===== src/rtl/instr_encoder_loader.sv =====
// Packs decoded instruction field tuples into 32-bit words and streams them into
// instruction memory at consecutive addresses until HALT, an encoding error or overflow.
module instr_encoder_loader #(
    parameter int ADDR_W    = 8,
    parameter int BASE_ADDR = 0
) (
    input  logic              clk,
    input  logic              rst_n,
    input  logic              start,
    input  logic              in_valid,
    output logic              in_ready,
    input  logic [3:0]        op,
    input  logic [2:0]        rd,
    input  logic [2:0]        rs1,
    input  logic [2:0]        rs2,
    input  logic              alu_mode,
    input  logic [2:0]        alu_func,
    input  logic [3:0]        cond,
    input  logic [15:0]       imm,
    output logic              mem_we,
    output logic [ADDR_W-1:0] mem_addr,
    output logic [31:0]       mem_wdata,
    input  logic              mem_stall,
    output logic              busy,
    output logic              done,
    output logic              err,
    output logic [1:0]        err_code,
    output logic [ADDR_W:0]   word_count
);

    localparam logic [3:0]        OP_ALU_I  = 4'd3;
    localparam logic [3:0]        OP_HALT   = 4'd9;
    localparam logic [1:0]        ERR_NONE  = 2'd0;
    localparam logic [1:0]        ERR_ILL   = 2'd1;
    localparam logic [1:0]        ERR_FUNC  = 2'd2;
    localparam logic [1:0]        ERR_OVF   = 2'd3;
    localparam logic [ADDR_W-1:0] BASE      = ADDR_W'(BASE_ADDR);

    typedef enum logic [1:0] {
        S_IDLE,
        S_RUN,
        S_DONE,
        S_ERR
    } state_t;

    state_t             r_state;
    state_t             w_state_nxt;
    logic               r_vld_p1;
    logic [31:0]        r_wdata_p1;
    logic [ADDR_W-1:0]  r_addr;
    logic [ADDR_W:0]    r_word_cnt;
    logic [1:0]         r_err_code;
    logic               r_halt_pend;
    logic               r_ovf_pend;

    logic               w_accept;
    logic               w_complete;
    logic [1:0]         w_chk;
    logic               w_good;
    logic               w_bad;
    logic               w_is_halt;
    logic [ADDR_W-1:0]  w_addr_nxt;
    logic [31:0]        w_word;

    function automatic logic [1:0] tuple_check(input logic [3:0] f_op, input logic [2:0] f_func);
        logic [1:0] code;
        code = ERR_NONE;
        if (f_op > OP_HALT)
            code = ERR_ILL;
        else if (f_op == OP_ALU_I && f_func[2:1] != 2'b00)
            code = ERR_FUNC;
        return code;
    endfunction

    function automatic logic [31:0] encode_word(
        input logic [3:0]  f_op,
        input logic [2:0]  f_rd,
        input logic [2:0]  f_rs1,
        input logic [2:0]  f_rs2,
        input logic        f_mode,
        input logic [2:0]  f_func,
        input logic [3:0]  f_cond,
        input logic [15:0] f_imm
    );
        logic [31:0] w;
        w        = '0;
        w[24:22] = f_rd;
        w[21:19] = f_rs1;
        w[18:16] = f_rs2;
        w[15:0]  = f_imm;
        case (f_op)
            4'd1: begin w[31:29] = 3'b001; w[28] = 1'b1; end
            4'd2: begin w[31:30] = 2'b01; w[29] = f_mode; w[28] = 1'b1; w[27:25] = f_func; end
            4'd3: begin w[31:30] = 2'b01; w[29] = f_mode; w[25] = f_func[0]; end
            4'd4: w[31:30] = 2'b10;
            4'd5: begin w[31:30] = 2'b10; w[25] = 1'b1; end
            4'd6: w[31:30] = 2'b11;
            // cond owns I[24:21]; it displaces rd and the top bit of the rs1 slot
            4'd7: begin w[31:30] = 2'b11; w[26] = 1'b1; w[24:21] = f_cond; end
            4'd8: begin w[31:30] = 2'b11; w[27] = 1'b1; end
            4'd9: begin w[31:30] = 2'b11; w[28] = 1'b1; end
            default: ;
        endcase
        return w;
    endfunction

    assign in_ready   = (r_state == S_RUN) & ~(r_vld_p1 & mem_stall) & ~r_halt_pend & ~r_ovf_pend;
    assign w_accept   = in_valid & in_ready;
    assign w_complete = r_vld_p1 & ~mem_stall;
    assign w_chk      = tuple_check(op, alu_func);
    assign w_good     = w_accept & (w_chk == ERR_NONE);
    assign w_bad      = w_accept & (w_chk != ERR_NONE);
    assign w_is_halt  = (op == OP_HALT);
    assign w_addr_nxt = r_addr + {{(ADDR_W-1){1'b0}}, w_complete};
    assign w_word     = encode_word(op, rd, rs1, rs2, alu_mode, alu_func, cond, imm);

    always_ff @(posedge clk) begin
        if (!rst_n)
            r_state <= S_IDLE;
        else
            r_state <= w_state_nxt;
    end

    always_comb begin
        w_state_nxt = r_state;
        case (r_state)
            S_RUN: begin
                if (w_bad || (r_ovf_pend && w_complete))
                    w_state_nxt = S_ERR;
                else if (r_halt_pend && w_complete)
                    w_state_nxt = S_DONE;
            end
            default: begin
                if (start)
                    w_state_nxt = S_RUN;
            end
        endcase
    end

    // p0 -> p1: accepted tuple becomes the presented write, held while memory stalls
    always_ff @(posedge clk) begin
        if (!rst_n) begin
            r_vld_p1    <= 1'b0;
            r_wdata_p1  <= '0;
            r_addr      <= BASE;
            r_word_cnt  <= '0;
            r_err_code  <= ERR_NONE;
            r_halt_pend <= 1'b0;
            r_ovf_pend  <= 1'b0;
        end else if (r_state != S_RUN) begin
            if (start) begin
                r_vld_p1    <= 1'b0;
                r_addr      <= BASE;
                r_word_cnt  <= '0;
                r_err_code  <= ERR_NONE;
                r_halt_pend <= 1'b0;
                r_ovf_pend  <= 1'b0;
            end
        end else begin
            r_vld_p1 <= w_good | (r_vld_p1 & mem_stall);
            r_addr   <= w_addr_nxt;
            if (w_good) begin
                r_wdata_p1  <= w_word;
                r_halt_pend <= w_is_halt;
                r_ovf_pend  <= ~w_is_halt & (&w_addr_nxt);
            end else if (w_complete) begin
                r_halt_pend <= 1'b0;
                r_ovf_pend  <= 1'b0;
            end
            if (w_complete)
                r_word_cnt <= r_word_cnt + {{ADDR_W{1'b0}}, 1'b1};
            if (w_bad)
                r_err_code <= w_chk;
            else if (r_ovf_pend && w_complete)
                r_err_code <= ERR_OVF;
        end
    end

    assign mem_we     = r_vld_p1;
    assign mem_addr   = r_addr;
    assign mem_wdata  = r_wdata_p1;
    assign busy       = (r_state == S_RUN);
    assign done       = (r_state == S_DONE);
    assign err        = (r_state == S_ERR);
    assign err_code   = r_err_code;
    assign word_count = r_word_cnt;

endmodule


===== config.mk =====
export PLATFORM = sky130hd
export DESIGN_NAME = instr_encoder_loader
export DESIGN_NICKNAME = d
export VERILOG_FILES = /design/src/rtl/instr_encoder_loader.sv
export SDC_FILE = /design/constraint.sdc
export NUM_CORES = 1
export LEC_CHECK = 0
export CORE_UTILIZATION = 39
export DETAILED_ROUTE_END_ITERATION = 16
export GPL_TIMING_DRIVEN = 0
export PLACE_DENSITY = 0.75
export SYNTH_ARGS = -nofsm -noshare
export SYNTH_HDL_FRONTEND = slang
export SYNTH_SLANG_ARGS = --single-unit

===== constraint.sdc =====
create_clock -name clk -period 2.1 [get_ports clk]
set_input_delay 0.42 -clock clk [delete_from_list [all_inputs] [get_ports clk]]
set_output_delay 0.42 -clock clk [all_outputs]
set_load 0.005 [all_outputs]

======== After elaboration in Yosys (flattened, before gate mapping) ========
Cells that the tools add are included.
storage, ports and cells
  bits in latches ......................... 0
  output and inout bits ................... 56
  logic and storage cells ................. 92
  flip-flop bits (word level) ............. 56
  memories ................................ 0
  memory bits (writable) .................. 0
  ROM bits ................................ 0
operators by class
  reduce and logical (&&, ||, !) cells .... 21
  multiplexer cells ....................... 29
  multipliers ............................. 0
  $add $sub $neg .......................... 2
  equality and inequality tests ........... 15
  $lt $le $gt $ge ......................... 1
  divide/modulo/power cells ............... 0
  bitwise logic cells ..................... 16
  shifts and indexed selects .............. 0
operators with widths
  operator             number
  $mux 9               3
  $mux 2               10
  $eq 4x3->1 const B   4
  $mux 8               2
  $reduce_and 2->1     5
  $add 9x1->9 const B  1
  $and 1x1->1          9
  $add 8x1->8          1
  $eq 4x2->1 const B   2
  $eq 4x4->1 const B   2
  $mux 1               8
  $pmux 1 s2           4
  $reduce_and 8->1     1
  $reduce_bool 2->1    4
  $not 1->1            6
  $pmux 2 s3           1
  $reduce_bool 3->1    2
  $eq 2x2->1 const B   2
  $eq 4x1->1 const B   1
  $gt 4x4->1 const B   1
  $mux 4               1
  $reduce_or 2->1      2
  $reduce_or 4->1      1
  $logic_and 1x1->1    3
  8 further kinds      8

======== Longest topological paths before layout ========
Gate-level depths: netlist of run 1.
  depth in word-level cells ............... 10
  depth in mapped cells ................... 10

======== Least setup slack after synthesis of run 1 ========
No wires, ideal clock.
  path kind ............................... input port to flip-flop
  start ................................... input port mem_stall
  end ..................................... register r_ovf_pend
  cell stages on the path ................. 10
  buffers on the path ..................... 1
  arrival time ............................ 1929 ps
  slack ................................... 84 ps
  cell sequence ........................... nand2b_1 > inv_1 > ha_1 > ha_1 > clkbuf_1 > nand2_1 > or3_1 > o21ai_0 > a32oi_1 > o31ai_1
on the way
  longest elaborated chain between the ends .. 9
  elaborated cells between the ends (all ways) .. 16
RTL lines
  element                                                              RTL line  RTL
  start: declaration                                                   23        input logic mem_stall,
  parallel branches: the longest is 9 deep, another holds $add 8x1->8  --
  end signal: assignment                                               165       r_ovf_pend <= ~w_is_halt & (&w_addr_nxt);
  end: declaration                                                     54        logic r_ovf_pend;
Parallel ways; which one is timed is not known.
A chain may end at the register's enable or synchronous reset.

======== Worst setup path in the final report of run 1 ========
  start ................................... input port rst_n
  end ..................................... register r_halt_pend
RTL lines
  element                 RTL line  RTL
  start: declaration      8         input logic rst_n,
  end signal: assignment  164       r_halt_pend <= w_is_halt;
  end: declaration        53        logic r_halt_pend;
No word-level cell between the ends.

==> summary.txt, run 1 <==
number of max-capacitance violations reported: 0
PD cells: 564 nW/um^2
most instantiated library cell after synthesis: nand2_1
most frequent cells after synthesis: nand2_1, dfxtp_1, a21oi_1, nor2_1, nand3_1
Clock Skew: 0.00590 ns
final wirelength: 6.98 mm
clock tree from TritonCTS: built
Max FO, Critical Path: 10
layout cell share with drive strength beyond 1: 0.0736
Setup crit start kind: input pin
fraction of post-synthesis cell area in the top cell type by area: 0.441
Worst Max-Slew Pin Slew: 0.599 ns
antenna diode count: 0
Vias/cell: 5.15
number of non-filler instances in the completed layout: 498
std cell rows: 29
largest voltage drop on the vdd net: 0.355 mV
count of nets after finishing: 466
CP Capture Point: r_halt_pend
Period Utilization, post-route: 0.933
width of the die: 82.8 um
Hold Crit Class: flop to flop
Worst Path Arrival: 2.14 ns
part of the power in registers: 0.527
vias in the first global route: 2251
wire length per cell: 14.0 um
Port Buffer Count: 96
top-level port count: 98
r2r endpoint: r_ovf_pend
setup slack at placement: -0.671 ns
cell at the root of the clock tree: clkbuf_8
vertical extent of the die: 82.8 um
post-synthesis net count: 364
Residual DRC: 0
cell accounting for the most synthesized area: dfxtp_1
remaining antenna violation count after routing: 0
global placement routability congestion: 0.814
post-route setup slack: 0.140 ns
number of buffers added by the clock tree synthesis step: 5
top cells by area, synth: dfxtp_1, nand2_1, a21oi_1
leakage component of the power: 1.33 nW
worst reg-to-reg setup slack: 0.29 ns
Final Slew Violations: 0
number of antenna violations at the first check in global routing: 0
flop and latch count out of synthesis: 56
gate count of the mapped netlist: 319
full die area: 6850 um^2
max_slew headroom: 0.601
FFs w/ async S/R, synth: 0
maximum number of pins on one net before global-route repair: 16
Crit. Startpoint: rst_n
number of cells on the worst reg-to-reg path: 9
buffer levels on the longest clock path: 2
DP Wirelength: 5.14 mm
WP data required: 2.28 ns
main flop type after synthesis: dfxtp_1
total setup violations reported at the end of the flow: 0
clock network fraction of total power: 0.295
H-tree depth: 2
reg2reg start: mem_we
via count: 2567
wire length of the first global-routing pass: 10.3 mm
maximum clock rate: 510 MHz
P&R area growth vs syn: 47.4%
type of destination of the critical path: flop
status: finished, final reports clean
design internal power: 1.59 mW
count of unique library cells instantiated by Yosys: 45
switching share of power: 0.249
Reg clk slew, reported paths: 0.09 ns
GRT overflow: 0
clock latency at the later pin of the worst-skew pair: 0.31 ns
First DRT Iteration DRCs: 66
total chip power: 2.12 mW
unrepaired setup endpoints after global routing: false
net switching power of the design: 527 uW
synthesized area: 2540 um^2
count of TritonRoute iterations in the first routing pass: 4
Final Critical Period: 1.96 ns
clk sinks: 56
Synth Warn #: 0
placeable core area: 6310 um^2
CP Class: input pin to flop
initial core utilization: 0.403
overall global routing resource usage: 0.198
final hold viol count: 0
synthesized area per cell: 7.98 um^2
sequential cell area fraction in the yosys report: 0.441
share of total power in combinational logic: 0.178
EDFF count, synth: 0
Post-Place Cells: 492
## cells in the final DEF, fill, tap and decap left out, drive strengths merged, types with 4 or more instances in the layout
cell,netlist,final
nand2,65,65
o21a,4,4
and3,5,5
or3,4,4
a211oi,7,7
clkdlybuf4s50,0,94
nand3,13,13
dfxtp,56,56
inv,4,4
nor2b,4,4
xor2,4,4
buf,9,8
nand4,6,6
nor2,32,32
a21oi,44,44
mux2i,5,5
clkbuf,11,18
and2,4,4
o21ai,7,7
## cells by family (layout without fill, tap and decap cells)
family                     Yosys count  after routing  synth area share
muxes                                5              5            0.0246
xor gates and xnor gates             6              6            0.0206
and+or+nand+nor                    144            144             0.258
DFF                                 56             56             0.441
AOI/OAI and AO/OA                   80             80             0.192
buffers and inverters               25            127            0.0492
adders and majority gates            3              3            0.0148
## registers in the layout (all words and copies together) (netlist names)
| register | count |
|---|---|
| err_code | 2 |
| r_halt_pend | 1 |
| r_ovf_pend | 1 |
| mem_we | 1 |
| r_state | 2 |
| mem_wdata | 32 |
| mem_addr | 8 |
| word_count | 9 |
## per-stage QoR
step	utilization	area, um^2	hold WS [ns]	TNS (ns)
floorplan	-	2540	0.448	0
global placement	0.571	3600	0.441	-6.20
detailed placement	0.571	3600	0.449	-7.31
global route	0.594	3750	0.483	0
finish	0.594	3750	0.461	0
CTS	0.589	3720	0.462	0
## power groups by stage
stage | Combinational (mW) | Clock [mW] | Sequential, mW
4_1_cts | 0.375 | 0.643 | 1.12
2_1_floorplan | 0.171 | 0 | 1.14
3_5_place_dp | 0.374 | 0 | 1.14
3_3_place_gp | 0.369 | 0 | 1.14
5_1_grt | 0.411 | 0.685 | 1.12
6_report | 0.377 | 0.623 | 1.12
## layer usage
layer	wire, um	track usage	share of wire
met1	3080	0.244	0.44
met2	3550	0.345	0.51
met3	274	0.0404	0.039
met4	72	0.0569	0.010
met5	0	0	0
## area by class of cell
type	count	area [um^2]
Fill cell	588	2560
Multi-Input combinational cell	238	1330
Sequential cell	56	1120
Timing Repair Buffer	98	977
Clock buffer	7	96.3
Tap cell	77	96.3
Buffer	17	93.8
Inverter	5	31.3
## worst min-delay path by stage
stage | start | end | slack (ns) | cells past startpoint
2_1_floorplan | mem_wdata[29] | mem_wdata[29] | 0.45 | 2
3_3_place_gp | mem_wdata[13] | mem_wdata[13] | 0.44 | 2
3_5_place_dp | mem_wdata[28] | mem_wdata[28] | 0.45 | 2
4_1_cts | mem_wdata[28] | mem_wdata[28] | 0.46 | 2
5_1_grt | mem_wdata[8] | mem_wdata[8] | 0.48 | 2
6_report | mem_wdata[19] | mem_wdata[19] | 0.46 | 2
## critical path, stage by stage
cell and delay (ns):
clkdlybuf4s50_1 0.55, inv_1 0.12, clkbuf_1 0.47, clkbuf_1 0.48, nor2_1 0.10
## repair_timing
action / in CTS / in global routing
gates resized for setup: 10 / 4
pin swaps: 1 / 1
hold buffers: 0 / 0
setup endpoints to repair: 5 / 3
setup buffers: 0 / 2
Power figures use the tool's default switching activity.
==> run 2, diff against run 1 <==
Settings changed: CORE_UTILIZATION 39 to 40, PLACE_DENSITY 0.75 to 0.74, RECOVER_POWER from default to 100, TNS_END_PERCENT from default to 20.
Clock period 2.1 ns to 1.9 ns, I/O delays scaled along.
==> run 2 against run 1 <==
Effect of this change:
- sequential cell count did not move
- routed wire length fell by 2.3%
- register-to-register slack lost 0.20 ns
- global-route usage is 0.58 points higher
- die area down 2.4%
- non-clock buffer count is 2 higher
- first-iteration DRC count rose by 45%
- highest routed layer unchanged
==> summary.txt, run 2 (synthesis gave the netlist of run 1 again) <==
Worst Max-Slew Pin Slew: 0.506 ns (-0.0925 ns)
number of buffers added to fix hold violations after cts: 0 (unchanged)
unrepaired setup endpoints after global routing: true
Vias/cell: 5.19 (+0.73%)
top-level port count: 98 (unchanged)
number of cells on the worst reg-to-reg path: 10 (+1)
status: finished, final reports clean
vertical extent of the die: 81.8 um (-1.2%)
number of inserted filler cells in the final layout: 548 (-6.8%)
count of nets after finishing: 468 (+0.43%)
terminating pin of the worst hold path: mem_wdata[28]
width of the die: 81.8 um (-1.2%)
Final Critical Period: 1.87 ns
CP max-delay cell: dfxtp_2
largest voltage drop on the vdd net: 0.405 mV (+14%)
Worst Path Arrival: 1.49 ns (-0.65 ns)
most frequent standard cell in the layout excluding fill and tap cells: clkdlybuf4s50_1
vias in the first global route: 2259 (+0.36%)
final wirelength: 6.82 mm (-2.3%)
Port Buffer Count: 96 (unchanged)
Hold Crit Class: flop to flop
full die area: 6690 um^2 (-2.4%)
via count: 2591 (+0.93%)
Setup crit start kind: flop
Max FO, Critical Path: 14 (+4)
antenna diode count: 0 (unchanged)
P&R area growth vs syn: 48.4%
type of destination of the critical path: output port
setup slack at placement: -0.676 ns (-0.00512 ns)
placeable core area: 6030 um^2 (-4.6%)
WP data required: 1.52 ns (-0.76 ns)
leading cell types in the layout, fill and taps excluded: clkdlybuf4s50_1, nand2_1, dfxtp_1
H-tree depth: 2 (unchanged)
First DRT Iteration DRCs: 96 (+45%)
Reg clk slew, reported paths: 0.10 ns (about the same)
remaining antenna violation count after routing: 0 (unchanged)
cell at the root of the clock tree: clkbuf_8
r2r endpoint: r_ovf_pend
number of buffers added by the clock tree synthesis step: 5 (unchanged)
GRT overflow: 0 (unchanged)
clk sinks: 56 (unchanged)
buffer levels on the longest clock path: 2 (unchanged)
Final Slew Violations: 0 (unchanged)
Clock Skew: 0.0110 ns (+0.00514 ns)
post-route setup slack: 0.0296 ns (-0.111 ns)
initial core utilization: 0.422 (+0.0193)
count of TritonRoute iterations in the first routing pass: 4 (unchanged)
Residual DRC: 0 (unchanged)
CP Class: flop to output port
worst-path cell chain: nand2b_4 > buf_6 > clkinv_8 > and3_1 > dlygate4sd2_1
hold_sp: mem_wdata[28]
maximum number of pins on one net before global-route repair: 18 (+2)
number of antenna violations at the first check in global routing: 0 (unchanged)
clock tree from TritonCTS: built
wire length of the first global-routing pass: 10.5 mm (+1.7%)
PD cells: 646 nW/um^2 (+15%)
Crit. Startpoint: r_state[1]
reg2reg start: mem_we
number of max-capacitance violations reported: 0 (unchanged)
global placement routability congestion: 0.840 (+3.1%)
max FFs per register: 32 (unchanged)
final hold viol count: 0 (unchanged)
largest stage delay on the critical path: 0.36 ns (-0.19 ns)
Period Utilization, post-route: 0.984
DP Wirelength: 4.98 mm (-3.2%)
maximum clock rate: 535 MHz
buffers plus inverters on the worst setup path: 3 (-1)
std cell rows: 28 (-3.4%)
clock latency at the later pin of the worst-skew pair: 0.31 ns (about the same)
worst reg-to-reg setup slack: 0.09 ns (-0.20 ns)
leakage component of the power: 1.35 nW (+1.4%)
wire length per cell: 13.7 um (-2.5%)
max_slew headroom: 0.662 (+0.0617)
total chip power: 2.44 mW (+15%)
total setup violations reported at the end of the flow: 0 (unchanged)
overall global routing resource usage: 0.204 (+0.00583)
layout cell share with drive strength beyond 1: 0.0849 (+0.0113)
largest delay contributor family on the critical path: buffers and inverters
number of instances on the worst hold path: 2 (unchanged)
## run 2: worst reg2reg max path, delay by kind of cell (launching register included)
kind	cells	cell delay, ns
buffers and inverters	2	0.19
and+or+nand+nor	3	0.44
adders and majority gates	2	0.33
DFF	1	0.38
AOI/OAI and AO/OA	3	0.40
## run 2: worst max path at each step
stage | to | slack, ns | depth (start not counted)
after detailed placement | r_ovf_pend | -0.68 | 10
after global placement | r_ovf_pend | -0.64 | 10
after floorplan | r_ovf_pend | 0.02 | 10
after CTS | mem_wdata[19] | 0.001 | 8
final | in_ready | 0.03 | 5
after global routing | r_ovf_pend | -0.05 | 10
## run 2: cell type report
cell class / count / area, um^2 / area share
buffer: 18 / 110 / 0.0292
clock buffer: 5 / 68.8 / 0.0182
clock inverter: 3 / 42.5 / 0.0113
inverter: 5 / 33.8 / 0.00895
multi-input combinational: 238 / 1330 / 0.351
sequential: 56 / 1130 / 0.298
tap: 75 / 93.8 / 0.0249
timing repair buffer: 99 / 976 / 0.258
## run 2: through the flow
stage	cell area [um^2]	TNS [ns]	std cells	util	hold slack, ns
finish	3780	0	499	0.627	0.455
global route	3780	-0.0572	499	0.627	0.477
CTS	3720	0	496	0.618	0.457
detailed placement	3600	-15.56	490	0.598	0.444
global placement	3600	-13.54	490	0.598	0.442
floorplan	2550	0	319	-	0.448
## run 2: report_power, final
part	switching (mW)	internal, mW
logic	0.200	0.224
registers	0.0226	1.21
clock network	0.394	0.391
## run 2: metal layers
metal,GRT usage,part of all wire,up-vias
met4,0.0526,0.011,0
met3,0.0556,0.073,8
met5,0,0,-
met2,0.332,0.46,94
met1,0.264,0.45,1181
li1,-,-,1308
## run 2: what timing repair did
| item | in CTS | in global routing |
|---|---|---|
| gates resized for setup | 10 | 14 |
| pin swaps | 1 | 3 |
| setup endpoints to repair | 21 | 25 |
| buffers inserted | 0 | 3 |
